--- config.mk ---
export PLATFORM = sky130hd
export DESIGN_NAME = wl_phase_timer
export DESIGN_NICKNAME = d
export VERILOG_FILES = /design/src/rtl/heroe_pkg.sv /design/src/rtl/sec_tick_gen.sv /design/src/rtl/wl_phase_timer.sv
export SDC_FILE = /design/constraint.sdc
export NUM_CORES = 1
export LEC_CHECK = 0
export CORE_ASPECT_RATIO = 1.75
export CORE_MARGIN = 4
export CORE_UTILIZATION = 50
export DETAILED_ROUTE_END_ITERATION = 16
export GPL_ROUTABILITY_DRIVEN = 1
export PLACE_DENSITY = 0.7
export SLEW_MARGIN = 20
export SYNTH_ARGS = -nofsm -noshare
export SYNTH_HDL_FRONTEND = slang
export SYNTH_SLANG_ARGS = --single-unit
--- constraint.sdc ---
create_clock -name clk -period 5.3 [get_ports clk]
set_input_delay 0.795 -clock clk [delete_from_list [all_inputs] [get_ports clk]]
set_output_delay 0.795 -clock clk [all_outputs]
set_load 0.005 [all_outputs]
--- src/rtl/heroe_pkg.sv ---
// Shared codes for the game FSM and its timed helpers.
// State codes, round-result codes and the end-of-round phase enum.
package heroe_pkg;

    typedef enum logic [2:0] {
        OFF  = 3'd0,
        WLCM = 3'd1,
        CH   = 3'd2,
        GAME = 3'd3,
        WL   = 3'd4,
        PA   = 3'd5
    } fsm_state_t;

    localparam logic [1:0] RES_LOST = 2'b01;
    localparam logic [1:0] RES_WIN  = 2'b10;

    typedef enum logic [1:0] {
        P_IDLE,
        P_HOLD,
        P_SHOW,
        P_WAIT
    } phase_t;

    function automatic logic res_valid(input logic [1:0] r);
        return (r == RES_LOST) || (r == RES_WIN);
    endfunction

endpackage

--- src/rtl/sec_tick_gen.sv ---
// Free-running prescaler giving a one-cycle tick every DIVISOR clocks.
// Shared by the timed blocks; clr restarts the second from zero.
module sec_tick_gen #(
    parameter int DIVISOR = 27_000_000
) (
    input  logic clk,
    input  logic rst_n,
    input  logic clr,
    input  logic run,
    output logic tick
);

    localparam int W = $clog2(DIVISOR);
    localparam logic [W-1:0] LAST = W'(DIVISOR - 1);

    if (DIVISOR < 2) begin : g_bad_div
        $error("sec_tick_gen: DIVISOR must be >= 2");
    end

    logic [W-1:0] r_cnt;

    assign tick = run && (r_cnt == LAST);

    always_ff @(posedge clk or negedge rst_n) begin
        if (!rst_n) begin
            r_cnt <= '0;
        end else if (clr) begin
            r_cnt <= '0;
        end else if (run) begin
            r_cnt <= tick ? '0 : r_cnt + W'(1);
        end
    end

endmodule

--- src/rtl/wl_phase_timer.sv ---
// Times the GAME->WL hold and WL->PA display phases in whole seconds.
// Define WLT_COUNTDOWN_EN to make sec_cnt show seconds remaining.
module wl_phase_timer
    import heroe_pkg::*;
#(
    parameter int DIVISOR = 27_000_000,
    parameter int HOLD_S  = 3,
    parameter int SHOW_S  = 15
) (
    input  logic       clk,
    input  logic       rst_n,
    input  logic [2:0] state,
    input  logic [1:0] w_or_l,
    output logic       go_wl,
    output logic       go_pa,
    output logic       busy,
    output logic [3:0] sec_cnt
);

    if (DIVISOR < 2) begin : g_bad_div
        $error("wl_phase_timer: DIVISOR must be >= 2");
    end
    if (HOLD_S < 1 || HOLD_S > 15) begin : g_bad_hold
        $error("wl_phase_timer: HOLD_S must be 1..15");
    end
    if (SHOW_S < 1 || SHOW_S > 15) begin : g_bad_show
        $error("wl_phase_timer: SHOW_S must be 1..15");
    end

    localparam logic [3:0] HOLD_L = 4'(HOLD_S);
    localparam logic [3:0] SHOW_L = 4'(SHOW_S);

    phase_t     r_phase;
    phase_t     w_phase_nx;
    logic [3:0] r_sec;
    logic [3:0] w_sec_nx;
    logic       r_show;
    logic       w_show_nx;
    logic       w_tick;
    logic       w_valid;
    logic       w_in_game;
    logic       w_in_wl;

    assign w_valid   = res_valid(w_or_l);
    assign w_in_game = (state == GAME);
    assign w_in_wl   = (state == WL);
    assign busy      = (r_phase == P_HOLD) || (r_phase == P_SHOW);

    sec_tick_gen #(
        .DIVISOR (DIVISOR)
    ) u_tick (
        .clk   (clk),
        .rst_n (rst_n),
        .clr   (!busy),
        .run   (busy),
        .tick  (w_tick)
    );

    // Abort is tested before the tick so a dropped result never pulses.
    always_comb begin
        w_phase_nx = r_phase;
        w_sec_nx   = r_sec;
        w_show_nx  = r_show;
        go_wl      = 1'b0;
        go_pa      = 1'b0;
        unique case (r_phase)
            P_IDLE: begin
                w_sec_nx = '0;
                if (w_valid && w_in_game) begin
                    w_phase_nx = P_HOLD;
                    w_show_nx  = 1'b0;
                end else if (w_valid && w_in_wl) begin
                    w_phase_nx = P_SHOW;
                    w_show_nx  = 1'b1;
                end
            end
            P_HOLD: begin
                if (!w_valid || !w_in_game) begin
                    w_phase_nx = P_IDLE;
                end else if (w_tick) begin
                    w_sec_nx = r_sec + 4'd1;
                    if (w_sec_nx == HOLD_L) begin
                        go_wl      = 1'b1;
                        w_phase_nx = P_WAIT;
                    end
                end
            end
            P_SHOW: begin
                if (!w_valid || !w_in_wl) begin
                    w_phase_nx = P_IDLE;
                end else if (w_tick) begin
                    w_sec_nx = r_sec + 4'd1;
                    if (w_sec_nx == SHOW_L) begin
                        go_pa      = 1'b1;
                        w_phase_nx = P_WAIT;
                    end
                end
            end
            P_WAIT: begin
                if (!w_valid || (r_show ? !w_in_wl : !w_in_game)) begin
                    w_phase_nx = P_IDLE;
                end
            end
            default: w_phase_nx = P_IDLE;
        endcase
    end

    always_ff @(posedge clk or negedge rst_n) begin
        if (!rst_n) begin
            r_phase <= P_IDLE;
            r_sec   <= '0;
            r_show  <= 1'b0;
        end else begin
            r_phase <= w_phase_nx;
            r_sec   <= w_sec_nx;
            r_show  <= w_show_nx;
        end
    end

`ifdef WLT_COUNTDOWN_EN
    logic [3:0] w_lim;
    assign w_lim   = r_show ? SHOW_L : HOLD_L;
    assign sec_cnt = busy ? (w_lim - r_sec) : 4'd0;
`else
    assign sec_cnt = (r_phase == P_IDLE) ? 4'd0 : r_sec;
`endif

endmodule
# ---- Yosys cells after proc, flatten, opt, wreduce, memory -nomap -nowiden
# Cells that the tools add are included.
dict set report totals {
  register_bits 32
  in_bits 7
  out_inout_bits 7
}
dict set report op_classes {
  addsub 2
  eq_ne 18
  mux 28
  n_reduce_logical 17
}
# operator n
set op_table {}
lappend op_table {{25-bit two-way mux} 2}
lappend op_table {{25-bit by 1-bit adder with 25-bit output (second input constant)} 1}
lappend op_table {{25-bit equality test (second input constant)} 1}
lappend op_table {{2-bit two-way mux} 9}
lappend op_table {{4-bit two-way mux} 4}
lappend op_table {{3-bit by 1-bit != test with 1-bit output (second input constant)} 4}
lappend op_table {{4-bit case mux with 3 select lines} 1}
lappend op_table {{1-bit two-way mux} 11}
lappend op_table {{2-bit case mux with 4 select lines} 1}
lappend op_table {{2-bit equality test (second input constant)} 3}
lappend op_table {{2-bit != test (second input constant)} 3}
lappend op_table {{6-bit AND reduction} 1}
lappend op_table {{1-bit logical OR} 5}
lappend op_table {{4-bit by 1-bit adder with 4-bit output (second input constant)} 1}
lappend op_table {{2-bit by 1-bit equality test with 1-bit output (second input constant)} 2}
lappend op_table {{4-bit by 2-bit equality test with 1-bit output (second input constant)} 1}
lappend op_table {{4-bit equality test (second input constant)} 1}
lappend op_table {{3-bit by 2-bit equality test with 1-bit output (second input constant)} 1}
lappend op_table {{3-bit equality test (second input constant)} 1}
lappend op_table {{1-bit logical AND} 3}
lappend op_table {{1-bit logical NOT} 3}
lappend op_table {{3-bit != test (second input constant)} 1}
lappend op_table {{3-bit AND reduction} 1}
lappend op_table {{3-bit nonzero test} 1}
lappend op_table {{other kinds (3)} 3}

# ---- Logic depth before layout (Yosys ltp)
# Gate-level depths: netlist of run 1.
dict set report depth {
  word_depth 6
  mapped_depth 7
  depth_no_buf 7
}

# ---- Modules after synthesis
# Synthesis of run 1 repeated with hierarchy kept, for this count alone.
dict set report hier_totals {
  hier_cells 235
  area_unflattened_um2 2118.3
}
# module instances cells_per_inst area_each_um2 seq_area_each_um2
set by_module_without_submodules {}
lappend by_module_without_submodules {sec_tick_gen 1 148 1401.3 625.6}
lappend by_module_without_submodules {wl_phase_timer 1 87 716.9 175.2}

# ---- Worst setup path after synthesis of run 1
# No wires, ideal clock.
dict set report synth_timing {
  path_kind {in2out}
  from {input w_or_l[1]}
  to {output go_pa}
  arrival_ns 1.445
  required_time_ns 4.505
  path_slack_ns 3.060
  path_stages 3
  path_cell_list {xor2_2 > nand3_1 > nor3_1}
}
dict set report synth_via {
  elab_chain_cells 6
}
# element line_no
set synth_rtl {}
lappend synth_rtl {{start: declaration} wl_phase_timer.sv:13} ;# input logic [1:0] w_or_l,
lappend synth_rtl {{2-bit by 1-bit equality test with 1-bit output / 2-bit equality test (equally long branches)} heroe_pkg.sv:25} ;# return (r == RES_LOST) || (r == RES_WIN);
lappend synth_rtl {{1-bit logical OR *} heroe_pkg.sv:25}
lappend synth_rtl {{1-bit logical NOT *} wl_phase_timer.sv:89} ;# if (!w_valid || !w_in_wl) begin
lappend synth_rtl {{1-bit logical OR *} wl_phase_timer.sv:89}
lappend synth_rtl {{1-bit two-way mux *} wl_phase_timer.sv:89}
lappend synth_rtl {{1-bit two-way mux *} wl_phase_timer.sv:66} ;# unique case (r_phase)
lappend synth_rtl {{end: declaration} wl_phase_timer.sv:15} ;# output logic go_pa,
# Mark *: on every way between the ends. The rest lies on a longest branch, timed or not.

# ---- Worst setup path in the final report of run 1
# Ends and elaborated chain as after synthesis.

==> results of run 1 <==
## registers in the layout, summed over array words and instances (netlist names)
name and cells:
u_tick.r_cnt 25, r_phase 2, r_sec 4, r_show 1
## per-layer routing
metal,GRT usage,vias up
met2,0.330,37
met4,0.101,0
li1,-,751
met1,0.184,787
met3,0.0372,15
met5,0,-
## cells by family (layout without fill, tap and decap cells)
group                      Yosys count  after routing  synth area share
and+or+nand+nor                    105            105             0.290
AOI/OAI and AO/OA                   19             19            0.0772
DFF                                 32             32             0.408
xor gates and xnor gates            27             27             0.124
adders and majority gates            8              8            0.0510
muxes                                3              3            0.0159
buffers and inverters               14             27            0.0338
## stage by stage
stage / instance area, µm² / worst slack, ps / total power (µW) / cells
2_1_floorplan: 1960 / 3060 / 458 / 208
3_3_place_gp: 2110 / 2000 / 514 / 260
3_5_place_dp: 2110 / 1960 / 523 / 260
4_1_cts: 2190 / 1970 / 702 / 267
5_1_grt: 2190 / 1840 / 740 / 267
6_report: 2190 / 1960 / 696 / 267
## power breakdown
group          leakage, µW  internal [µW]  switching (µW)
clock network    0.0000410           89.1            87.4
logic             0.000439           83.7             146
registers         0.000440            265            24.7
## worst max path at each step
stage / cells after the start / startpoint / to / slack [ps]
6_report: 5 / w_or_l[1] / go_pa / 1960
5_1_grt: 5 / w_or_l[0] / go_wl / 1840
4_1_cts: 5 / w_or_l[1] / go_pa / 1970
3_5_place_dp: 5 / w_or_l[1] / go_pa / 1960
3_3_place_gp: 5 / w_or_l[1] / go_pa / 2000
2_1_floorplan: 3 / w_or_l[1] / go_pa / 3060
## cell usage after synthesis (2+ instances only)
master,number,share of area
dfrtp_1,32,0.41
nor2_1,27,0.052
nand2_1,19,0.036
xor2_1,14,0.063
nand3_1,13,0.033
xnor2_1,12,0.054
ha_1,8,0.051
nand4_1,8,0.026
nor3_1,7,0.018
inv_1,6,0.011
nor4_1,6,0.019
and3_1,5,0.016
nor2b_1,5,0.016
and2_1,3,0.0096
o21ai_0,3,0.0077
a21oi_1,2,0.0051
a221oi_1,2,0.0089
a22o_1,2,0.0089
a31oi_1,2,0.0064
and4_1,2,0.0089
buf_1,2,0.0038
clkbuf_1,2,0.0038
mux2i_1,2,0.010
nor3b_2,2,0.013
## worst max-delay path, delay by kind of cell
family / cells / cell delay (ps)
simple gates: 2 / 400
xor+xnor: 1 / 320
buf+inv: 2 / 1030
## cell type report
type | instances | area (µm²) | area share
tap | 46 | 57.6 | 0.0263
multi-input combinational | 162 | 1090 | 0.500
clock inverter | 1 | 5.00 | 0.00228
inverter | 6 | 22.5 | 0.0103
clock buffer | 6 | 72.6 | 0.0331
sequential | 32 | 801 | 0.366
timing repair buffer | 14 | 138 | 0.0628
==> reports/results.md, run 1 <==
• **result of the run** completed
• **cell breakdown of the critical path** clkdlybuf4s50_1, xor2_2, nand3_1, nor3_1, clkdlybuf4s50_1
• **first-pass GRT wire length** 7360 µm
• **worst stage delay on the critical path** 530 ps
• **fill cell instance count of the final layout** 363
• **gpl congestion** 0.866
• **Post-Synthesis Cell Area** 1960 µm²
• **worst min-delay path class** register to register
• **start-to-end type of the worst setup path** primary input to output port
• **worst reg2reg path depth** 6
• **maximum ir drop on the vdd rail** 0.343 mV
• **source of the worst register-to-register timing path** u_tick.r_cnt[0]$_DFF_PN0_
• **fraction of the cycle the final worst path needs** 0.630
• **number of port buffers** 13
• **Final nets** 236
• **standby leakage power** 0.000920 µW
• **leading cell types in the layout, fill and taps excluded** 32 x dfrtp_1, 27 x nor2_1, 19 x nand2_1
• **Worst Tran Pin Value** 907 ps
• **register area share after synthesis** 0.408
• **worst relative slew slack** 0.395
• **clock insertion delay at the later pin of the skew report** 280 ps
• **worst min-delay path endpoint** u_tick.r_cnt[0]$_DFF_PN0_
• **vertical extent of the die** 90.9 µm
• **count of clock tree sinks** 32
• **number of buffers inserted by hold repair at cts** 0
• **routed via count** 1590
• **critical-path maximum fanout** 9
• **Die ar.** 5030 µm²
• **area added between synthesis and finish** 11.7%
• **number of design-rule violations left by the first detailed-router iteration** 31
• **x dimension of the die** 55.4 µm
• **final critical delay including setup and external delays** 3340 ps
• **Reg-to-Reg End** r_sec[2]$_DFFE_PN0P_
• **cell count of the worst hold path** 1
• **Register-to-Register Setup Slack** 2710 ps
• **total of flip-flops plus latches after synthesis** 32
• **area of the core region** 3700 µm²
• **number of global-route vias before repair** 1718
• **synthesized netlist net count** 223
• **Post-CTS Setup Bufs** 0
• **initial standard-cell utilization of the core** 0.530
• **share of final-layout standard cells stronger than drive strength 1** 0.0724
• **startpoint of the worst hold path** u_tick.r_cnt[0]$_DFF_PN0_
• **maximum buffer depth of the clock tree** 2
• **number of maximum-capacitance violations** 0
• **number of nets still failing antenna checks after routing** 0
• **topmost layer with routed signal wires** met4
• **Worst path slowest cell** clkdlybuf4s50_1
• **clock buffers created by TritonCTS** 5
• **Final Max Slew Viols** 0
• **quantity of gates resized following cts** 0
• **CP arrival** 2550 ps
• **overall fraction of global-route tracks in use** 0.180
• **final setup violation count** 0
• **synthesized area per cell** 9.43 µm²
• **wire length on met1** 1590 µm
• **DR WL met2** 2300 µm
• **unique cell type count in the Yosys netlist** 46
• **Row Count** 29
• **DP HPWL** 3120 µm
• **maximum clock skew at final layout** 6.51 ps
• **number of hold violations in the final report** 0
• **Peak Freq** 299 MHz
• **Vias/cell** 5.96
• **wire length per cell after detailed routing** 15.6 µm
• **leading cell type in the layout, fill and taps excluded** dfrtp_1
• **most frequently used flop master after synthesis** dfrtp_1
• **maximum number of pins on one net before global-route repair** 33
• **total congestion overflow** 0
• **Ant. Diodes** 0
• **synth warn** 0
• **CTS tree** yes
• **first-pass detailed-route iteration total** 4
• **setup repair after global routing missed its margin** no
• **required time worst endpoint** 4510 ps
• **utilization after layout** 0.592
• **Clock H-tree levels** 2
• **kind of launch point of the worst setup path** primary input
• **Final Routed Wirelength** 4170 µm
• **I/O pin cnt** 14
• **# DRC** 0
• **antenna violations before repair** 0
• **cell occurring most often along the worst timing path** clkdlybuf4s50_1
• **kind of end point of the critical path** output port
• **number of enable flip-flop cells after synthesis** 0
• **share of flip-flops with an asynchronous set or reset** 1.00
• **root buffer cell** clkbuf_8
• **synthesized instance count** 208
• **post-route worst hold slack** 541 ps
• **met3 WL** 142 µm
• **setup_tns** 0 ps
• **Power per Cell Area** 318 nW/µm²
• **clock-pin slew on the worst setup and hold paths** 60 ps
Power figures use the tool's default switching activity.
==> run 2, diff against run 1 <==
- PLACE_DENSITY: 0.7 -> 0.72
- clock period: 5.3 -> 2.79 ns (I/O delays scaled with it)
==> run 2 against run 1 <==
Final cell count grew 2.2%. Design area grew 3.4%. Sequential power grew 88%. Clock skew shrank 4.0 ps. Non-clock buffer count grew 6. Combinational power grew 130%. Largest power group unchanged.
==> reports/results.md, run 2 (synthesized netlist as in run 1, its figures left out) <==
• **Area after DPL** 2140 µm², +1.1%
• **initial standard-cell utilization of the core** 0.530, unchanged
• **fraction of the cycle the final worst path needs** 0.956
• **vertical extent of the die** 90.9 µm, unchanged
• **maximum buffer depth of the clock tree** 2, unchanged
• **CP arrival** 2250 ps, -300 ps
• **number of hold violations in the final report** 0, unchanged
• **first-pass detailed-route iteration total** 6, +2
• **gpl congestion** 0.801, -7.5%
• **grt peak-use layer** met2
• **largest registers** u_tick.r_cnt: 25 flops, r_sec: 4 flops, r_phase: 2 flops
• **Top reg by flops** u_tick.r_cnt
• **Vias/cell** 5.64, -5.2%
• **multi-input combinational cell area** 1120 µm², +2.6%
• **Worst Tran Pin Value** 540 ps, -367 ps
• **I/O pin cnt** 14, unchanged
• **post-layout instance area** 2260 µm², +3.4%
• **area of the core region** 3700 µm², unchanged
• **critical-path maximum fanout** 4, -5
• **share of final-layout standard cells stronger than drive strength 1** 0.115, +0.0421
• **standby leakage power** 0.000951 µW, +3.4%
• **worst stage delay on the critical path** 520 ps, about the same
• **x dimension of the die** 55.4 µm, unchanged
• **DP HPWL** 2990 µm, -4.0%
• **root buffer cell** clkbuf_8
• **worst relative slew slack** 0.639, +0.244
• **Final nets** 242, +2.5%
• **CTS tree** yes
• **required time worst endpoint** 2370 ps, -2140 ps
• **final setup violation count** 0, unchanged
• **first-pass GRT wire length** 7040 µm, -4.3%
• **Die ar.** 5030 µm², unchanged
• **maximum number of pins on one net before global-route repair** 33, unchanged
• **maximum clock skew at final layout** 2.49 ps, -4.02 ps
• **result of the run** completed
• **number of design-rule violations left by the first detailed-router iteration** 21, -32%
• **wire length per cell after detailed routing** 15.0 µm, -4.3%
• **kind of end point of the critical path** output port
• **number of port buffers** 13, unchanged
• **met2 demand-to-capacity share in global routing** 0.329, -0.000988
• **least setup slack across all paths after layout** 122 ps, -1840 ps
• **antenna violations before repair** 0, unchanged
• **final critical delay including setup and external delays** 2670 ps
• **clock insertion delay at the later pin of the skew report** 280 ps, about the same
• **met1 Usage GRT** 0.187, +0.00322
• **kind of launch point of the worst setup path** register
• **# DRC** 0, unchanged
• **leading cell types in the layout, fill and taps excluded** 32 x dfrtp_1, 27 x nor2_1, 19 x nand2_1
• **Power per Cell Area** 622 nW/µm², +96%
• **total congestion overflow** 0, unchanged
• **clock buffers created by TritonCTS** 5, unchanged
• **maximum ir drop on the vdd rail** 0.771 mV, +120%
• **Final Max Slew Viols** 0, unchanged
• **start-to-end type of the worst setup path** register to output port
• **utilization after layout** 0.612, +0.0199
• **area added between synthesis and finish** 15.4%
• **overall fraction of global-route tracks in use** 0.177, -0.00278
• **count of clock tree sinks** 32, unchanged
• **register area** 801 µm², unchanged
• **Peak Freq** 375 MHz
• **Ant. Diodes** 0, unchanged
• **Row Count** 29, unchanged
• **worst min-delay path class** primary input to asynchronous set/reset pin
• **cell breakdown of the critical path** inv_1, ha_4, nand2_1, nor4_2, nand4_1, nor3_2, clkdlybuf4s50_1
• **Largest register FFs** 25, unchanged
• **Worst path slowest cell** clkdlybuf4s50_1
• **number of nets still failing antenna checks after routing** 0, unchanged
• **number of maximum-capacitance violations** 0, unchanged
• **met3 Use GR** 0.0358, -0.00143
• **fill cell instance count of the final layout** 350, -3.6%
• **routed via count** 1541, -3.1%
• **Clock H-tree levels** 2, unchanged
• **overall power after layout** 1410 µW, +100%
• **Final Routed Wirelength** 4080 µm, -2.1%
• **clock-pin slew on the worst setup and hold paths** 60 ps, about the same
• **post-route worst hold slack** 529 ps, -12.0 ps
• **leading cell type in the layout, fill and taps excluded** dfrtp_1
• **pre-CTS WS** 236 ps, -1720 ps
• **number of global-route vias before repair** 1544, -10%
==> run 2: cell types whose count changed in the layout (fill, tap and decap cells not counted), sizes merged <==
cell / before / now
buf: 1 / 7
==> run 2: layout make-up <==
class	count	share of cell area
clock buffers	6	0.0320
well taps	46	0.0254
multi-input cells	162	0.496
repair buffers	20	0.0807
flip-flops and latches	32	0.354
inverters	6	0.00994
clock inverters	1	0.00221
==> run 2: power breakdown <==
group | internal [µW] | switching (µW)
Clock | 169 | 163
Combinational | 224 | 310
Sequential | 503 | 39.9
Total | 896 | 512
==> run 2: metal layers <==
layer | wire length, µm | share of wire | vias up
li1 | - | - | 764
met1 | 1620 | 0.40 | 740
met2 | 2280 | 0.56 | 29
met3 | 108 | 0.026 | 8
met4 | 82 | 0.020 | 0
met5 | 0 | 0 | -
==> run 2: critical path: cells and delay by family (launching register included) <==
kind,cells,cell delay (ps)
adders and majority gates,1,300
buffers and inverters,2,620
DFF,1,370
and+or+nand+nor,4,670
==> run 2: metrics by stage <==
| stage | setup TNS, ps | std cells |
|---|---|---|
| 2_1_floorplan | 0 | 208 |
| 3_3_place_gp | 0 | 263 |
| 3_5_place_dp | 0 | 263 |
| 4_1_cts | 0 | 270 |
| 5_1_grt | -14.9 | 273 |
| 6_report | 0 | 273 |
==> run 2: worst paths after layout <==
check / from / to / slack (ps) / cells after the start
min reg2reg: u_tick.r_cnt[0]$_DFF_PN0_ / u_tick.r_cnt[0]$_DFF_PN0_ / 540 / 1
max in group asynchronous: rst_n / u_tick.r_cnt[16]$_DFF_PN0_ / 1960 / 2
min: rst_n / u_tick.r_cnt[5]$_DFF_PN0_ / 530 / 2
max reg2reg: r_phase[1]$_DFFE_PN0P_ / r_phase[1]$_DFFE_PN0P_ / 640 / 7
min in group clk: u_tick.r_cnt[0]$_DFF_PN0_ / u_tick.r_cnt[0]$_DFF_PN0_ / 540 / 1
max: r_phase[1]$_DFFE_PN0P_ / go_wl / 120 / 7
==> run 2: repair_timing <==
| item | in CTS | in global routing |
|---|---|---|
| resized for setup | 0 | 4 |
| endpoints found under the setup margin | 0 | 2 |
| buffers inserted | 0 | 3 |
| hold buffers | 0 | 0 |
